==> config.mk <==
export PLATFORM = sky130hd
export DESIGN_NAME = adc_sample_capture
export DESIGN_NICKNAME = d
export VERILOG_FILES = /design/src/rtl/adc_sample_capture.sv
export SDC_FILE = /design/constraint.sdc
export NUM_CORES = 1
export LEC_CHECK = 0
export BUFFER_PORTS_ARGS = -buffer_cell sky130_fd_sc_hd__buf_2
export CORE_MARGIN = 3
export CORE_UTILIZATION = 40
export CTS_CLUSTER_SIZE = 25
export DETAILED_ROUTE_END_ITERATION = 7
export HOLD_SLACK_MARGIN = 0.15
export PLACE_DENSITY = 0.54
export SLEW_MARGIN = 30
export SYNTH_ARGS = -nofsm -noshare
export SYNTH_HDL_FRONTEND = slang
export SYNTH_SLANG_ARGS = --single-unit
==> constraint.sdc <==
create_clock -name clock -period 2.9 [get_ports clock]
set_input_delay 0.58 -clock clock [delete_from_list [all_inputs] [get_ports clock]]
set_output_delay 0.58 -clock clock [all_outputs]
set_load 0.1 [all_outputs]
==> src/rtl/adc_sample_capture.sv <==
`default_nettype none
// ============================================================================
// Module   : adc_sample_capture
// Function : SAR ADC front end: divided conversion clock, per-conversion
//            sample capture, sample FIFO with valid/ready output and sticky
//            overflow. Optional decimating accumulator under ADC_DECIM_EN.
// Revision : 1.0 - initial release
// ============================================================================
module adc_sample_capture #(
    parameter int DATA_W     = 8,
    parameter int CLK_DIV    = 4,
    parameter int FIFO_DEPTH = 8,
    parameter int DECIM_LOG2 = 2
) (
    input  logic                          clock,
    input  logic                          reset,
    input  logic                          enable,
    output logic                          adc_clk,
    input  logic [DATA_W-1:0]             adc_data,
    output logic                          out_valid,
    input  logic                          out_ready,
    output logic [DATA_W-1:0]             out_data,
    output logic [$clog2(FIFO_DEPTH):0]   fifo_level,
    output logic                          overflow,
    input  logic                          clear_overflow
);

    localparam int c_CNT_W  = $clog2(CLK_DIV);
    localparam int c_ADDR_W = $clog2(FIFO_DEPTH);
    localparam logic [c_CNT_W-1:0]  c_cnt_last = c_CNT_W'(CLK_DIV - 1);
    localparam logic [c_CNT_W-1:0]  c_cnt_half = c_CNT_W'(CLK_DIV / 2);
    localparam logic [c_ADDR_W:0]   c_full     = (c_ADDR_W + 1)'(FIFO_DEPTH);

    // ------------------------------------------------------------------
    // Conversion clock divider
    // ------------------------------------------------------------------
    logic [c_CNT_W-1:0] r_cnt;
    logic [c_CNT_W-1:0] w_cnt_next;
    logic               r_adc_clk;
    logic               w_stb;

    always_comb begin
        w_cnt_next = '0;
        if (enable && (r_cnt != c_cnt_last))
            w_cnt_next = r_cnt + 1'b1;
    end

    // Strobe lands on the last low-phase cycle, just before adc_clk rises.
    assign w_stb = enable & (r_cnt == c_cnt_last);

    always_ff @(posedge clock) begin
        if (reset) begin
            r_cnt     <= '0;
            r_adc_clk <= 1'b0;
        end else begin
            r_cnt     <= w_cnt_next;
            r_adc_clk <= enable & (w_cnt_next < c_cnt_half);
        end
    end

    assign adc_clk = r_adc_clk;

    // ------------------------------------------------------------------
    // Capture stage
    // ------------------------------------------------------------------
    logic [DATA_W-1:0] r_cap;
    logic              r_push_pend;

`ifdef ADC_DECIM_EN
    localparam int c_ACC_W = DATA_W + DECIM_LOG2;

    logic [c_ACC_W-1:0]    r_acc;
    logic [DECIM_LOG2-1:0] r_dcnt;
    logic [c_ACC_W-1:0]    w_acc_sum;

    assign w_acc_sum = r_acc + c_ACC_W'(adc_data);

    always_ff @(posedge clock) begin
        if (reset) begin
            r_acc       <= '0;
            r_dcnt      <= '0;
            r_cap       <= '0;
            r_push_pend <= 1'b0;
        end else begin
            r_push_pend <= 1'b0;
            if (!enable) begin
                r_acc  <= '0;
                r_dcnt <= '0;
            end else if (w_stb) begin
                // Final sample of the group: the averaged result goes out and
                // the accumulator restarts on the same edge.
                if (r_dcnt == '1) begin
                    r_cap       <= DATA_W'(w_acc_sum >> DECIM_LOG2);
                    r_push_pend <= 1'b1;
                    r_acc       <= '0;
                    r_dcnt      <= '0;
                end else begin
                    r_acc  <= w_acc_sum;
                    r_dcnt <= r_dcnt + 1'b1;
                end
            end
        end
    end
`else
    always_ff @(posedge clock) begin
        if (reset) begin
            r_cap       <= '0;
            r_push_pend <= 1'b0;
        end else begin
            r_push_pend <= w_stb;
            if (w_stb)
                r_cap <= adc_data;
        end
    end
`endif

    // ------------------------------------------------------------------
    // Sample FIFO
    // ------------------------------------------------------------------
    logic [DATA_W-1:0]   r_mem [FIFO_DEPTH];
    logic [c_ADDR_W-1:0] r_wr_ptr;
    logic [c_ADDR_W-1:0] r_rd_ptr;
    logic [c_ADDR_W:0]   r_level;
    logic                r_overflow;
    logic                w_full;
    logic                w_pop;
    logic                w_push;
    logic                w_drop;

    assign out_valid = (r_level != '0);
    assign w_full    = (r_level == c_full);
    assign w_pop     = out_valid & out_ready;
    // When full, a simultaneous pop frees the head slot, which is exactly
    // where the write pointer sits.
    assign w_push    = r_push_pend & (~w_full | w_pop);
    assign w_drop    = r_push_pend & w_full & ~w_pop;

    always_ff @(posedge clock) begin
        if (!reset && w_push)
            r_mem[r_wr_ptr] <= r_cap;
    end

    always_ff @(posedge clock) begin
        if (reset) begin
            r_wr_ptr   <= '0;
            r_rd_ptr   <= '0;
            r_level    <= '0;
            r_overflow <= 1'b0;
        end else begin
            if (w_push)
                r_wr_ptr <= r_wr_ptr + 1'b1;
            if (w_pop)
                r_rd_ptr <= r_rd_ptr + 1'b1;
            case ({w_push, w_pop})
                2'b10:   r_level <= r_level + 1'b1;
                2'b01:   r_level <= r_level - 1'b1;
                default: r_level <= r_level;
            endcase
            if (w_drop)
                r_overflow <= 1'b1;
            else if (clear_overflow)
                r_overflow <= 1'b0;
        end
    end

    assign out_data   = out_valid ? r_mem[r_rd_ptr] : '0;
    assign fifo_level = r_level;
    assign overflow   = r_overflow;

endmodule
`default_nettype wire

### Yosys cells after proc, flatten, opt, wreduce, memory -nomap -nowiden

Memory sizes are Yosys's and may differ from the RTL's. A register that Yosys moved wholly into a read port is not among the register bits.
Index checks and enable logic that the tools add are counted.

| operators by class | value |
|---|---|
| $add $sub $neg | 5 |
| magnitude comparators | 1 |
| eq/ne operators | 5 |
| muxes and demuxes | 9 |
| bitwise operators | 9 |
| reduce and logical (&&, ||, !) cells | 6 |

Operators by type and width:

| operator | count |
|---|---|
| 8-bit two-way mux | 1 |
| 4-bit one-hot mux with 2 select lines | 1 |
| 3-bit by 1-bit adder with 3-bit output (second input constant) | 2 |
| 1-bit AND | 6 |
| 3-bit two-way mux | 2 |
| 4-bit by 1-bit adder with 4-bit output (second input constant) | 1 |
| 2-bit == test (second input constant) | 2 |
| 4-bit == test (second input constant) | 1 |
| 1-bit two-way mux | 4 |
| 2-bit nonzero test | 2 |
| 4-bit nonzero test | 1 |
| 4-bit by 1-bit subtractor with 4-bit output (second input constant) | 1 |
| 2-bit by 1-bit adder with 2-bit output (second input constant) | 1 |
| 2-bit by 1-bit == test with 1-bit output (second input constant) | 1 |
| 1-bit logical AND | 2 |
| 2-bit less-than comparator (second input constant) | 1 |
| 2-bit two-way mux | 1 |
| 2-bit != test (second input constant) | 1 |
| 1-bit NOT | 2 |
| 1-bit logical NOT | 1 |
| 1-bit bitwise OR | 1 |

| storage, ports and cells | value |
|---|---|
| register bits | 23 |
| RAM bits | 64 |
| input port bits | 13 |
| output and inout port bits | 15 |
| logic and storage cells | 44 |
| memories kept | 1 |

Memories:

| name | words | width | rd ports | clocked after memory_dff | wr ports | line | source |
|---|---|---|---|---|---|---|---|
| r_mem | 8 | 8 | 1 | 1 | 1 | 120 | `logic [DATA_W-1:0] r_mem [FIFO_DEPTH];` |

### Longest topological paths before layout

| depth | value |
|---|---|
| depth after elaboration | 7 |
| mapped depth | 12 |
| gate-level depth less buffers | 10 |

### Worst setup path after synthesis

Ideal clock, no wire load.

| timing path | value |
|---|---|
| path kind | flip-flop to output port |
| start point | reg r_level[0] (netlist: fifo_level[0]) |
| end point | out out_data[0] |
| data arrival time | 2.742 ns |
| data required time | 2.320 ns |
| slack | -0.422 ns |
| stages on the path, launching flop included | 5 |
| buffers on the path | 1 |
| cells stage by stage | dfxtp_1 or3_1 buf_6 nor2_8 nor2_1 |

| between the ends | value |
|---|---|
| longest elaborated chain between the ends | 2 |

Ends and longest elaborated chain:

| item | line | source |
|---|---|---|
| start, declared | 123 | `logic [c_ADDR_W:0] r_level;` |
| start signal, assigned | 155 | `2'b10: r_level <= r_level + 1'b1;` |
| start signal, assigned | 156 | `2'b01: r_level <= r_level - 1'b1;` |
| start signal, assigned | 157 | `default: r_level <= r_level;` |
| 4-bit nonzero test | 130 | `assign out_valid = (r_level != '0);` |
| 8-bit two-way mux | 166 | `assign out_data = out_valid ? r_mem[r_rd_ptr] : '0;` |
| end, declared | 22 | `output logic [DATA_W-1:0] out_data,` |

No other way between the ends.

==> results.py <==
metrics = {
    "status": {
        "status": "finished clean",
    },
    "setup_path": {
        "cpPeakStageDelay_ns": 0.54,
        "worst_r2r_endpoint": "fifo_level[2]$_SDFFE_PP0P_",
        "startpoint_type": "flop",
        "r2r_start": "fifo_level[0]$_SDFFE_PP0P_",
        "cp_cell_sequence": "buf_4 -> mux4_2 -> mux2i_1 -> nor2_1 -> buf_2",
        "cp_data_arrival_time_ns": 2.04,
        "ff2ff_path_depth": 10,
        "crit_slowest_cell": "mux4_2",
        "path_buf_inv": 2,
        "path_delay_family": "multiplexers",
        "reg2reg_slack_ns": 0.41,
        "setup.worst_path.end_class": "output pin",
        "worstPathRequired_ns": 2.32,
        "crit_path_max_fanout": 16,
        "critPathKind": "reg -> out",
    },
    "placement": {
        "dp_hpwl_mm": 4.44,
        "place_inst": 368,
        "gp_congestion": 0.772,
        "postPlaceCellArea_um2": 3900,
        "port_buffers": 27,
    },
    "finish": {
        "nNetsFinal": 291,
        "fin_cells": 384,
        "layout-drive-gt1-share": 0.290,
        "diodes": 0,
        "syn_to_final_growth_pct": 14.4,
        "stdcell_area_um2": 4120,
    },
    "clock_tree": {
        "cts-buffers-inserted": 9,
        "hold_buffers": 0,
        "clockRootBuffer": "clkbuf_8",
        "cts-htree-levels": 3,
        "clkTransAtPathRegs_ns": 0.08,
        "cts_buffer_depth": 2,
        "clkLatencyLatePin_ns": 0.35,
        "cts_resized": 0,
        "cts.sinks": 90,
        "post_cts_buffers": 0,
        "cts_tree": "done",
    },
    "logic_synthesis": {
        "synth_area_um2": 3600,
        "synth_seq_cells": 90,
        "syn-num-nets": 255,
        "synth_area_leaders": "edfxtp_1 53%, dfxtp_1 14%, mux4_2 10%",
        "synth_edf_count": 64,
        "yosysMostFrequentCell": "edfxtp_1",
        "synth_common_cells": "64 x edfxtp_1, 27 x nor2_1, 26 x dfxtp_1",
        "synthCells": 238,
        "synth_top_area_frac": 0.534,
        "synth_cell_types": 38,
        "synth_top_area_cell": "edfxtp_1",
        "synth_flop_cell": "edfxtp_1",
        "synth.avg_cell_area_um2": 15.1,
        "synth_seq_area_share": 0.678,
        "synthArstFlopShare": 0,
        "synth_warnings": 0,
    },
    "die": {
        "num_rows": 33,
        "core-area_um2": 8460,
        "fp.dieW_um": 101,
        "io_pins": 28,
        "die_h_um": 101,
        "initial_core_util": 0.426,
        "die_area_um2": 10200,
    },
    "routing": {
        "routedWlPerCell_um": 17.4,
        "totalWireLength_mm": 6.70,
        "postRouteAntennaNets": 0,
        "drc": 0,
        "avgViaCountPerCell": 5.23,
        "dr.pass1.iters": 4,
        "drt_iter0_markers": 94,
        "vias": 2008,
    },
    "grt": {
        "grt_pass1_wl_mm": 10.9,
        "grt_use_total": 0.146,
        "grt-ovfl-total": 0,
        "antenna_found_initial": 0,
        "grt_max_degree": 25,
        "first_global_vias": 2001,
    },
    "timing": {
        "relSlewSlack": 0.548,
        "fmax_ghz": 0.382,
        "setup_viol": 0,
        "slew_viol_final": 0,
        "worst_pin_slew_ns": 0.670,
        "min_period_ns": 2.62,
        "grt_setup_unrepaired": "no",
        "holdWs_ns": 0.437,
        "fin_crit_sh": 0.904,
        "clock_skew_ns": 0.00615,
        "finalHoldViolCount": 0,
        "setup_tns_ns": 0,
    },
    "power_and_ir_drop": {
        "peakVddDrop_mv": 0.746,
        "p_leak_uw": 0.00137,
        "finalPower_uw": 4030,
        "power_density_nw_per_um2": 976,
    },
    "min_path": {
        "hp-start": "r_cnt[0]$_SDFF_PP0_",
        "hold_path_depth": 1,
        "hp-class": "reg -> reg",
        "min_to": "r_cnt[0]$_SDFF_PP0_",
    },
    "job": {
        "max_cap_viol_count": 0,
    },
}
-- area by class of cell --
class                           instances  area, µm²
Tap cell                              105        131
Timing Repair Buffer                   39        225
Sequential cell                        90       2450
Multi-Input combinational cell        132       1090
Clock buffer                            9        124
Fill cell                             719       4340
Clock inverter                          7        100
Inverter                                2       7.51
-- state kept, by name (all words and copies together), names as in the netlist, named ones only --
| signal | count |
|---|---|
| adc_clk | 1 |
| fifo_level | 4 |
| overflow | 1 |
| r_cap | 8 |
| r_cnt | 2 |
| r_mem | 64 |
| r_push_pend | 1 |
| r_rd_ptr | 3 |
| r_wr_ptr | 3 |
-- worst reg2reg max path: cells and delay by family (launching register included) --
kind | cells | cell delay (ns)
flip-flops | 1 | 0.37
XOR/XNOR | 1 | 0.09
AND/OR/NAND/NOR | 5 | 1.16
AO/OA/AOI/OAI | 2 | 0.44
adder cells (fa/ha/maj) | 1 | 0.21
buffers and inverters | 1 | 0.10
-- logic make-up after synthesis --
logic type                 count (synthesis)  share of synthesized area
adders and majority gates                  4                     0.0139
DFF                                       90                      0.678
muxes                                     26                      0.128
AOI/OAI and AO/OA                         22                     0.0431
xor gates and xnor gates                   7                     0.0170
and+or+nand+nor                           73                     0.0983
buffers and inverters                     16                     0.0219
-- per-layer routing --
metal | part of all wire | up-vias | GRT usage
met1 | 0.48 | 983 | 0.207
li1 | - | 971 | -
met5 | 0 | - | 0
met3 | 0.039 | 7 | 0.0249
met2 | 0.47 | 47 | 0.219
met4 | 0.013 | 0 | 0.0706
-- through the flow --
| stage | setup WS, ns | util |
|---|---|---|
| 5_1_grt | 0.147 | 0.487 |
| 6_report | 0.280 | 0.487 |
| 3_5_place_dp | 0.423 | 0.461 |
| 4_1_cts | 0.222 | 0.487 |
| 3_3_place_gp | 0.534 | 0.461 |
| 2_1_floorplan | -0.144 | - |
-- worst max-delay path by stage --
stage               slack, ns  cells after the start                          to                       start
floorplan               -0.14                      5                 out_data[4]                        flop
global placement         0.53                     10  fifo_level[2]$_SDFFE_PP0P_  fifo_level[0]$_SDFFE_PP0P_
detailed placement       0.42                     10  fifo_level[2]$_SDFFE_PP0P_  fifo_level[0]$_SDFFE_PP0P_
CTS                      0.22                      5                 out_data[6]                        flop
global route             0.15                      5                 out_data[1]                        flop
finish                   0.28                      5                 out_data[6]                        flop
-- where the power goes --
| group | internal [µW] | switching [µW] |
|---|---|---|
| Clock | 493 | 438 |
| Sequential | 1400 | 42.9 |
| Combinational | 353 | 1300 |
-- cell usage in the layout, fill, tap and decap left out, types with 2 or more instances in the layout --
cell type   n
edfxtp_1   64
nor2_1     27
buf_2      27
dfxtp_1    22
mux4_2     16
nand2_1    15
a21oi_1    12
buf_4      12
nand3_1    11
mux2i_1    10
clkbuf_8    9
nor3_1      5
xor2_1      5
ha_1        4
dfxtp_2     4
nand2b_1    3
nor2b_1     2
xnor2_1     2
o211ai_1    2
nor4_1      2
inv_6       2
clkinv_4    2
bufinv_16   2
No activity file was read; power rests on OpenSTA's default activity.
